`src/rtl/alu_issue_pkg.sv`:
```
// alu_issue_pkg: shared constants for the EX-stage issue unit.
//   - ALU control codes driven on alu_ctl (AND/OR/ADD/SUB/NOR).
//   - ALUOp encodings coming from ID.
//   - R-type funct values recognised by the control decoder.
//   - sext16: sign extension of a 16-bit immediate to 32 bits.
package alu_issue_pkg;

  // ALU control codes understood by the combinational ALU
  localparam logic [3:0] ALU_AND = 4'b0000;
  localparam logic [3:0] ALU_OR  = 4'b0001;
  localparam logic [3:0] ALU_ADD = 4'b0010;
  localparam logic [3:0] ALU_SUB = 4'b0110;
  localparam logic [3:0] ALU_NOR = 4'b1100;

  // ALUOp field from ID
  typedef enum logic [1:0] {
    ALUOP_ADD   = 2'b00,  // lw/sw address
    ALUOP_SUB   = 2'b01,  // beq compare
    ALUOP_RTYPE = 2'b10,  // use funct
    ALUOP_ILL   = 2'b11
  } aluop_e;

  // R-type funct values
  localparam logic [5:0] FUNCT_ADD  = 6'b100000;
  localparam logic [5:0] FUNCT_ADDU = 6'b100001;
  localparam logic [5:0] FUNCT_SUB  = 6'b100010;
  localparam logic [5:0] FUNCT_SUBU = 6'b100011;
  localparam logic [5:0] FUNCT_AND  = 6'b100100;
  localparam logic [5:0] FUNCT_OR   = 6'b100101;
  localparam logic [5:0] FUNCT_NOR  = 6'b100111;

  function automatic logic [31:0] sext16(input logic [15:0] imm);
    return {{16{imm[15]}}, imm};
  endfunction

endpackage

```
`src/rtl/alu_issue_ctl_dec.sv`:
```
// alu_ctl_dec: combinational ALUOp/funct -> ALU control translation.
// Ports:
//   alu_op  in  2   ALUOp from ID
//   funct   in  6   R-type funct
//   ctl     out 4   ALU control code (ADD when illegal)
//   illegal out 1   unsupported ALUOp or funct
import alu_issue_pkg::*;

module alu_ctl_dec (
  input  logic [1:0] alu_op,
  input  logic [5:0] funct,
  output logic [3:0] ctl,
  output logic       illegal
);

  always_comb begin
    ctl     = ALU_ADD;
    illegal = 1'b0;
    case (alu_op)
      ALUOP_ADD: ctl = ALU_ADD;
      ALUOP_SUB: ctl = ALU_SUB;
      ALUOP_RTYPE: begin
        case (funct)
          FUNCT_ADD, FUNCT_ADDU: ctl = ALU_ADD;
          FUNCT_SUB, FUNCT_SUBU: ctl = ALU_SUB;
          FUNCT_AND:             ctl = ALU_AND;
          FUNCT_OR:              ctl = ALU_OR;
          FUNCT_NOR:             ctl = ALU_NOR;
          default:               illegal = 1'b1;
        endcase
      end
      default: illegal = 1'b1;
    endcase
  end

endmodule

```
`src/rtl/alu_issue.sv`:
```
// alu_issue: EX-stage issue unit in front of a combinational ALU.
// Two register stages: E (drives the ALU) and M (captures the ALU result,
// feeds MEM). One instruction per cycle with full backpressure.
// Ports:
//   clk, rst_n                 clock, asynchronous active-low reset
//   in_valid/in_ready          ID -> EX handshake
//   in_alu_op, in_funct        operation select
//   in_rs_val, in_rt_val       register-file operands
//   in_rs_idx, in_rt_idx       source indices (used only with forwarding)
//   in_imm, in_alu_src         immediate and B-operand select
//   in_wr, in_dest             destination write enable / index
//   alu_ctl, alu_a, alu_b      registered ALU inputs
//   alu_res, alu_zero          ALU outputs
//   out_valid/out_ready        EX -> MEM handshake
//   out_res, out_zero, out_illegal, out_wr, out_dest   result stage
// Build option: define ALU_ISSUE_FWD_EN to forward results from E/M into
// the operands of a newly accepted instruction.
import alu_issue_pkg::*;

module alu_issue (
  input  logic        clk,
  input  logic        rst_n,
  input  logic        in_valid,
  output logic        in_ready,
  input  logic [1:0]  in_alu_op,
  input  logic [5:0]  in_funct,
  input  logic [31:0] in_rs_val,
  input  logic [31:0] in_rt_val,
  input  logic [4:0]  in_rs_idx,
  input  logic [4:0]  in_rt_idx,
  input  logic [15:0] in_imm,
  input  logic        in_alu_src,
  input  logic        in_wr,
  input  logic [4:0]  in_dest,
  output logic [3:0]  alu_ctl,
  output logic [31:0] alu_a,
  output logic [31:0] alu_b,
  input  logic [31:0] alu_res,
  input  logic        alu_zero,
  output logic        out_valid,
  input  logic        out_ready,
  output logic [31:0] out_res,
  output logic        out_zero,
  output logic        out_illegal,
  output logic        out_wr,
  output logic [4:0]  out_dest
);

  logic        e_valid_reg, e_wr_reg, e_illegal_reg;
  logic [4:0]  e_dest_reg;
  logic [3:0]  e_ctl_reg;
  logic [31:0] e_a_reg, e_b_reg;

  logic        m_valid_reg, m_zero_reg, m_wr_reg, m_illegal_reg;
  logic [4:0]  m_dest_reg;
  logic [31:0] m_res_reg;

  logic        m_adv, e_adv, accept;
  logic [3:0]  dec_ctl;
  logic        dec_illegal;
  logic [31:0] a_next, rt_next, b_next;

  alu_ctl_dec u_dec (
    .alu_op  (in_alu_op),
    .funct   (in_funct),
    .ctl     (dec_ctl),
    .illegal (dec_illegal)
  );

  assign m_adv    = !m_valid_reg || out_ready;
  assign e_adv    = !e_valid_reg || m_adv;
  assign in_ready = e_adv;
  assign accept   = in_valid && e_adv;

`ifdef ALU_ISSUE_FWD_EN
  // E result is still on the ALU outputs, so it is the youngest source.
  always_comb begin
    a_next  = in_rs_val;
    rt_next = in_rt_val;
    if (in_rs_idx != 5'd0 && e_valid_reg && e_wr_reg && e_dest_reg == in_rs_idx)
      a_next = alu_res;
    else if (in_rs_idx != 5'd0 && m_valid_reg && m_wr_reg && m_dest_reg == in_rs_idx)
      a_next = m_res_reg;
    if (in_rt_idx != 5'd0 && e_valid_reg && e_wr_reg && e_dest_reg == in_rt_idx)
      rt_next = alu_res;
    else if (in_rt_idx != 5'd0 && m_valid_reg && m_wr_reg && m_dest_reg == in_rt_idx)
      rt_next = m_res_reg;
  end
`else
  logic unused_idx;
  assign unused_idx = ^{in_rs_idx, in_rt_idx};
  assign a_next  = in_rs_val;
  assign rt_next = in_rt_val;
`endif

  assign b_next = in_alu_src ? sext16(in_imm) : rt_next;

  // E stage: loads on accept; otherwise empties once its content moved on.
  always_ff @(posedge clk or negedge rst_n) begin
    if (!rst_n) begin
      e_valid_reg   <= 1'b0;
      e_ctl_reg     <= ALU_ADD;
      e_a_reg       <= '0;
      e_b_reg       <= '0;
      e_wr_reg      <= 1'b0;
      e_dest_reg    <= '0;
      e_illegal_reg <= 1'b0;
    end else if (accept) begin
      e_valid_reg   <= 1'b1;
      e_ctl_reg     <= dec_ctl;
      e_a_reg       <= a_next;
      e_b_reg       <= b_next;
      e_wr_reg      <= in_wr && !dec_illegal;
      e_dest_reg    <= in_dest;
      e_illegal_reg <= dec_illegal;
    end else if (e_adv) begin
      e_valid_reg   <= 1'b0;
    end
  end

  // M stage: moves only when MEM can take its content (or it is empty).
  // Data fields load only for a real instruction so an idle pipe holds
  // the last result rather than re-sampling a stale ALU output.
  always_ff @(posedge clk or negedge rst_n) begin
    if (!rst_n) begin
      m_valid_reg   <= 1'b0;
      m_res_reg     <= '0;
      m_zero_reg    <= 1'b0;
      m_wr_reg      <= 1'b0;
      m_dest_reg    <= '0;
      m_illegal_reg <= 1'b0;
    end else if (m_adv) begin
      m_valid_reg <= e_valid_reg;
      if (e_valid_reg) begin
        m_res_reg     <= alu_res;
        m_zero_reg    <= alu_zero;
        m_wr_reg      <= e_wr_reg;
        m_dest_reg    <= e_dest_reg;
        m_illegal_reg <= e_illegal_reg;
      end
    end
  end

  assign alu_ctl     = e_ctl_reg;
  assign alu_a       = e_a_reg;
  assign alu_b       = e_b_reg;
  assign out_valid   = m_valid_reg;
  assign out_res     = m_res_reg;
  assign out_zero    = m_zero_reg;
  assign out_illegal = m_illegal_reg;
  assign out_wr      = m_wr_reg;
  assign out_dest    = m_dest_reg;

endmodule

```
`config.mk`:
```
export PLATFORM = sky130hd
export DESIGN_NAME = alu_issue
export DESIGN_NICKNAME = d
export VERILOG_FILES = /design/src/rtl/alu_issue_pkg.sv /design/src/rtl/alu_issue_ctl_dec.sv /design/src/rtl/alu_issue.sv
export SDC_FILE = /design/constraint.sdc
export NUM_CORES = 1
export LEC_CHECK = 0
export ABC_CLOCK_PERIOD_IN_PS = 2300
export CAP_MARGIN = 0
export CORE_MARGIN = 2
export CORE_UTILIZATION = 43
export CTS_CLUSTER_DIAMETER = 40
export DETAILED_ROUTE_END_ITERATION = 10
export PLACE_DENSITY = 0.86
export SLEW_MARGIN = 5
export SYNTH_ARGS = -nofsm -noshare
export SYNTH_HDL_FRONTEND = slang
export SYNTH_SLANG_ARGS = --single-unit
export TNS_END_PERCENT = 50
```
`constraint.sdc`:
```
create_clock -name clk -period 2.3 [get_ports clk]
set_clock_uncertainty 0.2 [all_clocks]
set_input_delay 0.345 -clock clk [delete_from_list [all_inputs] [get_ports clk]]
set_output_delay 0.345 -clock clk [all_outputs]
set_load 0.05 [all_outputs]
```
Word-level counts from Yosys, hierarchy flattened
Cells that the tools add are included.
{"block": "classes", "n_addsub": 0, "multipliers": 0, "div_mod_pow": 0, "magnitude_cmp": 0, "n_eq_ne": 9, "shift": 0, "n_mux": 7, "bitwise_logic": 0, "n_reduce_logical": 13}
{"op": "$eq A6 B6 Y1 const B", "n": 7}
{"op": "$mux W32", "n": 1}
{"op": "$pmux W4 S4", "n": 1}
{"op": "$pmux W4 S2", "n": 1}
{"op": "$reduce_or A7 Y1", "n": 1}
{"op": "$reduce_or A2 Y1", "n": 2}
{"op": "$logic_not A1 Y1", "n": 3}
{"op": "$mux W1", "n": 3}
{"op": "$eq A2 B1 Y1 const B", "n": 1}
{"op": "$eq A2 B2 Y1 const B", "n": 1}
{"op": "$logic_and A1 B1 Y1", "n": 2}
{"op": "$logic_not A2 Y1", "n": 1}
{"op": "$logic_or A1 B1 Y1", "n": 2}
{"op": "$pmux W1 S2", "n": 1}
{"op": "$reduce_and A2 Y1", "n": 1}
{"op": "$reduce_bool A2 Y1", "n": 1}
{"block": "word_totals", "regBits": 117, "latch_bits": 0, "ramBits": 0, "mem_bits_ro": 0, "out_inout_bits": 110, "word_cells": 42, "memories": 0}

Longest topological paths before layout
Gate-level depths: netlist of the first run.
{"block": "logic_depth", "ltp_word": 6, "depth_mapped": 6, "ltp_nobuf": 5}

Hierarchy
Synthesis of the first run repeated with hierarchy kept, for this count alone.
{"block": "hier_totals", "hier_cells": 349, "hier_area_um2": 4936.0}
{"mod": "alu_issue", "n_inst": 1, "cells_each": 326, "area_per_inst_um2": 4765.8, "seq_area_each_um2": 2929.1}
{"mod": "alu_ctl_dec", "n_inst": 1, "cells_each": 23, "area_per_inst_um2": 170.2, "seq_area_each_um2": 0.0}

Least setup slack after synthesis of the first run
No wires, ideal clock.
{"block": "synth_path", "path_kind": "register -> register", "startpoint": "register m_valid_reg (netlist: out_valid)", "endpoint": "register e_a_reg[0] (netlist: alu_a[0])", "setup_ns": 0.125, "arrival_ns": 1.542, "path_slack_ns": 0.433, "path_stages_with_launch": 6, "path_buffers": 2, "period_less_slack_ns": 1.867, "path_cell_list": "dfrtp_1 > nand3b_1 > and2_1 > buf_6 > buf_6 > mux2_4"}
{"block": "synth_between", "elab_chain_cells": 4}
{"item": "start, declared", "line": "alu_issue.sv:54", "rtl": "logic m_valid_reg, m_zero_reg, m_wr_reg, m_illegal_reg;"}
{"item": "start signal, assigned", "line": "alu_issue.sv:133", "rtl": "m_valid_reg <= e_valid_reg;"}
{"item": "$logic_not A1 Y1", "line": "alu_issue.sv:70", "rtl": "assign m_adv = !m_valid_reg || out_ready;"}
{"item": "$logic_or A1 B1 Y1", "line": "alu_issue.sv:70"}
{"item": "$logic_or A1 B1 Y1", "line": "alu_issue.sv:71", "rtl": "assign e_adv = !e_valid_reg || m_adv;"}
{"item": "$logic_and A1 B1 Y1", "line": "alu_issue.sv:73", "rtl": "assign accept = in_valid && e_adv;"}
{"item": "end signal, assigned", "line": "alu_issue.sv:111", "rtl": "e_a_reg <= a_next;"}
{"item": "end, declared", "line": "alu_issue.sv:52", "rtl": "logic [31:0] e_a_reg, e_b_reg;"}
No other way between the ends.
A chain may end at the register's enable or synchronous reset.

Worst setup path after layout of the first run
{"block": "layout_path", "startpoint": "register e_a_reg[2] (netlist: alu_a[2])", "endpoint": "output port alu_a[2]"}
{"item": "end, declared", "line": "alu_issue.sv:36", "rtl": "output logic [31:0] alu_a,"}
No word-level cell between the ends.

==> run metrics, run 1 <==
status=finished, final reports clean; reg-to-reg critical path startpoint=out_valid$_DFFE_PN0P_; most common cell in the synthesized netlist=dfrtp_1; Slew Limit Headroom=0.618; top cell type's share of synthesized area=0.588; Root Driver=clkbuf_16; Max-cap violations=0; worst slew pin tran=572 ps; number of distinct library cells after synthesis=27; FF-to-FF setup slack=roughly 630 ps; Crit path depth=1; Post-Synth XOR/XNOR Area=0; maximum VDD drop=0.522 mV; Top Family by Delay on Critical Path=buffers and inverters; Critical Path RT=around 1800 ps; Post-Syn Instances=351; RSZ-0062 raised after global routing=false; post-route minimum period=2180 ps; sequential cell area fraction in the yosys report=0.593; GRT Residual Overflow=0; final hold viol count=0; Inst Count DP=723; routability cong.=0.821; Synth Area in Compound Gates=0.0796; max incr delay on CP=~850 ps; fin crit share=0.949; critical path launch point type=flip-flop; Fin Setup TNS=0 ps; achievable clock frequency=458 MHz; DP Wirelength=9500 um; Setup Buffers After CTS=0; CTS max path bufs=2; antenna violations before repair=0; r2r endpoint=alu_a[19]$_DFFE_PN0P_; CTS clk-pin slew, worst paths=50 ps; via/cell ratio=between 5 and 6; Overall Global Routing Usage=0.221; core area=0.0113 mm2; synthesized area per cell=14.1 um2; critical path, cell by cell=clkdlybuf4s50_1; Filler cells=769; hold slack=approximately 170 ps; pin count of the biggest net entering global routing=56; Nets=roughly 750; largest family of logic cells by synthesized area=multiplexers; Sink Count=117; port bufs=241; slowest stage cell, crit path=clkdlybuf4s50_1; Final Util=0.719; Synth Flop Type=dfrtp_1; Yosys reg bits=117; antenna diode count=0; FF-to-FF path depth=4; layout cells sized above 1=0.208; synthesis-to-layout area growth=64.9%; first-pass GRT wire length=21600 um; Initial Utilization=0.436; Die W=~110 um; Syn Std Cell Area=0.00494 mm2; post-synth top area cell=dfrtp_1; Syn Nets=496; drt initial violations=161; pins over their slew limit=0; post-synthesis mux area share=0.239; Hold Crit Class=input port to asynchronous set/reset pin; synth warn=0; DR DRC count=0; Pwr Density=965 mW/mm2; IO Count=252; Synth Area in Adders=0.00760; Worst Path Class, Setup=flip-flop to output port; synth top area cells=dfrtp_1 (59%), mux2_2 (10%), mux2_4 (10%); Rows=39; vias in the first global route=4163; simple-gate share of the synthesized area=0.0446; via count=3802; Non-Filler Instances=roughly 760; DR WL/cell=17.6 um; EDFF count, synth=0; clock latency at the later pin of the worst-skew pair=approximately 390 ps; Setup Viol. Count Final=0; Commonest cells post-synth=dfrtp_1 (116), a21oi_1 (48), mux2_2 (46), mux2_4 (34), nand2b_1 (21); post-route ant nets=0; CTS tree=done; CP Capture Type=output port; Worst Path Arrival=1640 ps; H-tree levels=4; Leakage=around 3.5 nW; CTS Hold Buffers Added=1; detailed-router iteration count before antenna repair=4; Async SR Flop Fraction=1.00; die extent in y=111 um; post-cts gate resize count=0; Buf+Inv Stages, Crit Path=1; drt total wl=between 10000 and 15000 um; CP Max Fanout=2; CTS buffer count=17; area of the die=around 0.012 mm2
[report_power, final]
group          internal, W  switching (W)
clock network      0.00178       0.000877
registers          0.00239       0.000179
logic              0.00106        0.00157
total              0.00522        0.00263
[layer usage]
layer,vias up,share of wire,GRT usage
met4,0,0.018,0.0798
met3,23,0.067,0.0590
met5,-,0,0
li1,1748,-,-
met1,1868,0.39,0.259
met2,163,0.52,0.391
[area by class of cell]
class | instances | area (um2) | area share
clock inverter | 9 | 126 | 0.0155
clock buffer | 22 | 474 | 0.0582
sequential | 117 | 2930 | 0.360
multi-input combinational | 205 | 1830 | 0.225
timing repair buffer | 255 | 2590 | 0.318
tap | 143 | 179 | 0.0220
inverter | 4 | 15.0 | 0.00184
[worst max path at each step]
stage | from | endpoint | slack (ps)
after global placement | in_alu_op[0] | e_illegal_reg$_DFFE_PN0P_ | 150
after detailed placement | in_alu_op[0] | e_illegal_reg$_DFFE_PN0P_ | 80
after floorplan | out_valid$_DFFE_PN0P_ | alu_a[0]$_DFFE_PN0P_ | 430
after CTS | alu_a[2]$_DFFE_PN0P_ | alu_a[2] | 80
after global routing | out_valid$_DFFE_PN0P_ | out_valid | 60
final | alu_a[2]$_DFFE_PN0P_ | alu_a[2] | 120
[stage by stage]
step | instance area (um2) | setup WS [ps] | power (W)
2_1_floorplan | 4940 | 433 | 0.00418
3_3_place_gp | 7530 | 150 | 0.00517
3_5_place_dp | 7530 | 77.0 | 0.00523
4_1_cts | 8140 | 83.6 | 0.00793
5_1_grt | 8140 | 60.1 | 0.00815
6_report | 8140 | 117 | 0.00785
[layout by cell type, fill, tap and decap left out, types with 3 or more instances in the layout]
master / instances
clkdlybuf4s50_1: 238
dfrtp_1: 116
a21oi_1: 48
mux2_2: 46
mux2_4: 34
nand2b_1: 21
a31oi_1: 18
clkbuf_16: 17
mux2i_1: 15
buf_4: 10
buf_12: 6
inv_1: 4
clkinv_2: 4
nand2_1: 3
nand3_1: 3
ha_1: 3
bufinv_16: 3
clkbuf_8: 3
[kinds of logic after synthesis]
kind of cell | after synthesis
AO/OA/AOI/OAI | 71
adder cells (fa/ha/maj) | 3
buffers and inverters | 29
flip-flops | 117
multiplexers | 95
AND/OR/NAND/NOR | 36
No activity file was read; power rests on OpenSTA's default activity.
==> inputs of run 2 (changes only) <==
--- a/config.mk
+++ b/config.mk
@@ -12,7 +12,6 @@
 export CTS_CLUSTER_DIAMETER = 40
 export DETAILED_ROUTE_END_ITERATION = 10
 export PLACE_DENSITY = 0.86
-export SLEW_MARGIN = 5
 export SYNTH_ARGS = -nofsm -noshare
 export SYNTH_HDL_FRONTEND = slang
 export SYNTH_SLANG_ARGS = --single-unit
==> results of run 2 <==
The final DEF is identical to that of run 1; final timing and power are the same.
==> inputs of run 3 (changes only) <==
--- a/config.mk
+++ b/config.mk
@@ -11,6 +11,7 @@
 export CORE_UTILIZATION = 43
 export CTS_CLUSTER_DIAMETER = 40
 export DETAILED_ROUTE_END_ITERATION = 10
+export HOLD_SLACK_MARGIN = 0.08
 export PLACE_DENSITY = 0.86
 export SYNTH_ARGS = -nofsm -noshare
 export SYNTH_HDL_FRONTEND = slang
==> results of run 3 <==
The final DEF is identical to that of run 1; final timing and power are the same.
